===== config.mk =====
export PLATFORM = sky130hd
export DESIGN_NAME = cp0_ctrl
export DESIGN_NICKNAME = d
export VERILOG_FILES = /design/src/rtl/cp0_ctrl_pkg.sv /design/src/rtl/cp0_ctrl.sv
export SDC_FILE = /design/constraint.sdc
export NUM_CORES = 1
export LEC_CHECK = 0
export CAP_MARGIN = 20
export CELL_PAD_IN_SITES_DETAIL_PLACEMENT = 1
export CELL_PAD_IN_SITES_GLOBAL_PLACEMENT = 1
export CORE_MARGIN = 2
export CORE_UTILIZATION = 29
export DETAILED_ROUTE_END_ITERATION = 8
export PLACE_DENSITY_LB_ADDON = 0.1
export SYNTH_ARGS = -nofsm -noshare
export SYNTH_HDL_FRONTEND = slang
export SYNTH_SLANG_ARGS = --single-unit

===== constraint.sdc =====
create_clock -name clk -period 2.7 [get_ports clk]
set_clock_uncertainty 0.15 [all_clocks]
set_input_delay 0.405 -clock clk [delete_from_list [all_inputs] [get_ports clk]]
set_output_delay 0.405 -clock clk [all_outputs]
set_load 0.02 [all_outputs]

===== src/rtl/cp0_ctrl_pkg.sv =====
// rtl/cp0_ctrl_pkg.sv - CP0 register numbers, exception codes and register field masks
//
// Purpose: shared constants for the coprocessor-0 controller.
//   - CP0 register addresses used by mfc0/mtc0.
//   - ExcCode values reported in Cause[6:2].
//   - Field masks and a helper that forces word alignment on PC values.
// Ports: none (package).
package cp0_ctrl_pkg;

  localparam logic [4:0] CP0_SR    = 5'd12;
  localparam logic [4:0] CP0_CAUSE = 5'd13;
  localparam logic [4:0] CP0_EPC   = 5'd14;
  localparam logic [4:0] CP0_PRID  = 5'd15;

  localparam logic [4:0] EXC_INT  = 5'd0;
  localparam logic [4:0] EXC_ADEL = 5'd4;
  localparam logic [4:0] EXC_ADES = 5'd5;
  localparam logic [4:0] EXC_RI   = 5'd10;
  localparam logic [4:0] EXC_OV   = 5'd12;

  // Bits of SR that actually exist: IM[15:10], EXL[1], IE[0].
  localparam logic [31:0] SR_MASK = 32'h0000_fc03;

  // Clear the byte offset so EPC always holds a word address.
  function automatic logic [31:0] word_align(input logic [31:0] a);
    return {a[31:2], 2'b00};
  endfunction

endpackage


===== src/rtl/cp0_ctrl.sv =====
// rtl/cp0_ctrl.sv - coprocessor-0 exception/interrupt controller beside the M stage
//
// Purpose: holds SR, Cause, EPC and PRId; serves mfc0/mtc0; raises request_int
// to flush the pipeline and redirect fetch to the handler; captures the victim
// PC into EPC and exposes the eret target.
// Ports:
//   clk, reset          clock, synchronous active-high reset
//   we, addr, wdata     mtc0 write from M (addr also selects the mfc0 read)
//   rdata               mfc0 read data (combinational, pre-write value)
//   vpc, bd_in          PC of the M-stage instruction and its delay-slot flag
//   exc_code_in         synchronous exception code from M, 0 = none
//   hw_int              level-sensitive external interrupt lines
//   eret                eret in M, clears EXL
//   request_int         combinational flush/redirect request
//   epc_out             eret target, with bypass of a same-cycle mtc0 EPC
module cp0_ctrl
  import cp0_ctrl_pkg::*;
#(
  parameter logic [31:0] PRID_VALUE   = 32'h2022_0701,
  parameter logic [31:0] HANDLER_ADDR = 32'h0000_4180
) (
  input  logic        clk,
  input  logic        reset,
  input  logic        we,
  input  logic [4:0]  addr,
  input  logic [31:0] wdata,
  output logic [31:0] rdata,
  input  logic [31:0] vpc,
  input  logic        bd_in,
  input  logic [4:0]  exc_code_in,
  input  logic [5:0]  hw_int,
  input  logic        eret,
  output logic        request_int,
  output logic [31:0] epc_out
);

  logic [5:0]  sr_im;
  logic        sr_exl;
  logic        sr_ie;
  logic        cause_bd;
  logic [5:0]  cause_ip;
  logic [4:0]  cause_exc;
  logic [31:2] epc;

  logic        int_req;
  logic        exc_req;
  logic [31:0] victim;
  logic [31:0] sr_word;
  logic [31:0] cause_word;
  logic [31:0] epc_word;

  // HANDLER_ADDR is documentation for the fetch unit; victim[1:0] is masked off.
  logic unused_ok;
  assign unused_ok = ^{HANDLER_ADDR, victim[1:0]};

  assign sr_word    = {16'b0, sr_im, 8'b0, sr_exl, sr_ie};
  assign cause_word = {cause_bd, 15'b0, cause_ip, 3'b0, cause_exc, 2'b00};
  assign epc_word   = {epc, 2'b00};

  // Request/priority: EXL masks both sources so handlers are never nested.
  always_comb begin
    int_req     = 1'b0;
    exc_req     = 1'b0;
    request_int = 1'b0;
    victim      = vpc;
    int_req     = sr_ie & ~sr_exl & (|(hw_int & sr_im));
    exc_req     = (exc_code_in != EXC_INT) & ~sr_exl;
    request_int = int_req | exc_req;
    // A delay-slot victim restarts at its branch.
    victim      = bd_in ? (vpc - 32'd4) : vpc;
  end

  always_comb begin
    rdata = 32'b0;
    case (addr)
      CP0_SR:    rdata = sr_word;
      CP0_CAUSE: rdata = cause_word;
      CP0_EPC:   rdata = epc_word;
      CP0_PRID:  rdata = PRID_VALUE;
      default:   rdata = 32'b0;
    endcase
  end

  // Bypass lets "mtc0 EPC; eret" back to back see the new target.
  assign epc_out = (we && addr == CP0_EPC) ? word_align(wdata) : epc_word;

  always_ff @(posedge clk) begin
    if (reset) begin
      sr_im     <= '0;
      sr_exl    <= 1'b0;
      sr_ie     <= 1'b0;
      cause_bd  <= 1'b0;
      cause_ip  <= '0;
      cause_exc <= '0;
      epc       <= '0;
    end else begin
      cause_ip <= hw_int;
      if (request_int) begin
        // The victim must not commit, so its mtc0 is dropped here.
        sr_exl    <= 1'b1;
        cause_bd  <= bd_in;
        cause_exc <= int_req ? EXC_INT : exc_code_in;
        epc       <= victim[31:2];
      end else begin
        if (we && addr == CP0_SR) begin
          sr_im  <= wdata[15:10];
          sr_exl <= wdata[1];
          sr_ie  <= wdata[0];
        end
        if (we && addr == CP0_EPC) begin
          epc <= wdata[31:2];
        end
        // Placed after the SR write so eret clears EXL even when SR is written.
        if (eret) begin
          sr_exl <= 1'b0;
        end
      end
    end
  end

endmodule


==> results.cfg <==
[run_status]
status = finished clean

[worst_setup_path]
cp-endpoint = request_int
critical_path.max_fanout = 2
worstReg2RegStart = sr_im[1]
cp-end-kind = primary output
startpoint = exc_code_in[0]
worstReg2RegEnd = epc[7]
path_buf_inv = 3
path_depth = 5
ff2ff_setup_slack_ns = 0.45
path_class = input port to primary output
cp.required_ns = 2.14
slowest_stage = or4_4
crit_family = buffers and inverters
cp_cell_sequence = clkdlybuf4s50_1 > or4_4 > o31ai_4 > inv_2 > dlygate4sd2_1
r2r_cells = 7
critPathMaxStageDelay_ns = 0.56
start_kind = input port
crit_arrival_ns = 2.10

[clocking]
root_buffer = clkbuf_8
h-tree-depth = 2
ctsHoldBuffers = 0
clk_path_buf_depth = 2
cts.sinks = 50
insertion_delay_ns = 0.30
cts_tree = built
cts_inserted_buffers = 5
clk_pin_slew_ns = 0.10

[job]
drv_cap = 0

[placement]
gp_congestion = 0.771
dpl_cell_area_sq_um = 4940
dp_slack_ns = -0.353
dp.cells = 670
dp.final_hpwl_microns = 8580
portBuffers = 145

[power]
power_per_cell_area_nw_per_um2 = 406
p_switching_uw = 591
seqPwrFrac_pct = 40.5
p_leak_nw = 2.20
p_clk_share_pct = 32.1
p_sw_share_pct = 29.1
p_comb_share_pct = 27.4
power_mw = 2.03
intPower_mw = 1.44
irDropWorstVdd_mv = 0.212

[timing]
max_freq_ghz = 0.377
maxSlewViolCount = 0
min_period_ns = 2.65
worst_hold_slack_ns = 0.324
fin_ws_ns = 0.0500
setup_viol = 0
rsz0062_at_grt = yes
tightest_slew_ns = 0.620
fin_tns_setup_ns = 0
slew_headroom_pct = 58.7
hold_viol_final = 0
min_period_over_period_pct = 98.1

[detailed_routing]
viasPerCell = 4.96
ant_nets = 0
first_iter_violations = 78
avgRoutedWirePerCell_microns = 16.8
drc = 0
via_count = 3369
wl_microns = 11400
drt_first_pass_iters = 4

[synth]
synthArstFlopShare_pct = 0
ys_seq_elements = 50
synth_edf_count = 0
netlist_area_sq_um = 3170
synth.top_cell.area_share_pct = 31.5
yosysSeqAreaShare_pct = 31.5
ys.warnings.count = 0
synthFlopType = dfxtp_1
yosys.area.top_type = dfxtp_1
synth_area_leaders = dfxtp_1 32%, mux2_2 11%, nor2_1 7.3%, xnor2_1 6.1%, mux2i_1 4.1%
yosysMostFrequentCell = nor2_1
avgSynthCellArea_sq_um = 8.35
ys_top_cells_by_count = 62 x nor2_1, 50 x dfxtp_1, 30 x mux2_2
synth_cell_types = 47
synthCells = 380

[cells_and_area]
area_delta_synth_final_pct = 57.5
fillers = 1309
n_antenna_cell = 0
multi_input_area_sq_um = 2050
final_nets = 624
ff_latch_area_sq_um = 1000
finalInstanceArea_sq_um = 5000
fin_util_pct = 46.5
fin_cells = 679
layout-drive-gt1-share_pct = 22.3

[die]
start_util_pct = 29.5
die_h_microns = 109
die_w_microns = 109
rows = 38
fp.coreArea_sq_um = 10700
dieArea_sq_um = 11800
io_pins = 150

[global_routing]
overflow = 0
grt_max_degree = 61
grt.total_usage_pct = 19.5
antenna_found_initial = 0
grt_pass1_wl_microns = 18000
grt_pass1_vias = 3563

[hold_path]
min_path_type = register to register
hold_start = cause_bd
kinds of logic after synthesis:
logic type                 synth area share, %
muxes                                     14.7
buffers and inverters                     4.73
DFF                                       31.5
adders and majority gates                0.394
AOI/OAI and AO/OA                         14.5
xor gates and xnor gates                  7.45
and+or+nand+nor                           26.5
other                                    0.118
placed cells by master, fill, tap and decap left out, types with 7 or more instances in the layout:
master / netlist / routed
clkbuf_2: 0 / 16
nor3_1: 7 / 7
a21oi_1: 25 / 25
nand2_1: 12 / 11
a211oi_1: 13 / 13
mux2i_1: 13 / 13
dlymetal6s2s_1: 0 / 13
a22oi_1: 11 / 11
dlygate4sd2_1: 0 / 16
or3_1: 7 / 7
and3_1: 15 / 14
o21ai_1: 15 / 15
clkdlybuf4s50_1: 0 / 84
nor4_1: 7 / 7
nor2_1: 62 / 62
mux2_2: 30 / 30
xnor2_1: 22 / 22
buf_4: 3 / 27
buf_2: 9 / 14
dfxtp_1: 50 / 50
nor2b_1: 10 / 8
worst min path at each step:
| stage | cells after the start | slack [ns] | to |
|---|---|---|---|
| 3_5_place_dp | 2 | 0.31 | cause_bd |
| 6_report | 2 | 0.32 | cause_bd |
| 3_3_place_gp | 2 | 0.29 | cause_exc[2] |
| 5_1_grt | 2 | 0.36 | cause_bd |
| 4_1_cts | 2 | 0.32 | cause_bd |
| 2_1_floorplan | 2 | 0.28 | cause_exc[2] |
layout make-up:
class                           count  area share (%)
Multi-Input combinational cell    297            41.0
Timing Repair Buffer              178            32.3
Sequential cell                    50            20.0
Tap cell                          140            3.50
Clock buffer                        5            1.38
Clock inverter                      3            1.38
Inverter                            6           0.451
state kept, by name, indices dropped and copies added (netlist names):
name and count:
epc 30, cause_ip 6, cause_bd 1, cause_exc 5
sr_exl 1, sr_im 6, sr_ie 1
power groups by stage:
stage          clock network (mW)  registers, mW  logic [mW]
2_1_floorplan                   0          0.827       0.290
3_3_place_gp                    0          0.838       0.595
3_5_place_dp                    0          0.839       0.602
4_1_cts                     0.680          0.822       0.582
5_1_grt                     0.705          0.830       0.608
6_report                    0.651          0.822       0.557
metal layers:
metal / vias to the layer above / global-route usage (%) / part of all wire [%]
met1: 1606 / 23.9 / 45
met4: 0 / 3.75 / 0.92
met3: 8 / 4.28 / 5.2
li1: 1667 / - / -
met2: 88 / 35.0 / 49
met5: - / 0 / 0
tightest hold or removal path: stages (launching register included):
cell,delay (ns)
dfxtp_1,0.33
nand2_1,0.05
a21oi_1,0.06
timing repair:
| action | 4_1_cts | 5_1_grt |
|---|---|---|
| endpoints found under the setup margin | 54 | 48 |
| cloned | 0 | 1 |
| setup buffers | 0 | 0 |
| gates resized for setup | 87 | 60 |
Power figures use the tool's default switching activity.
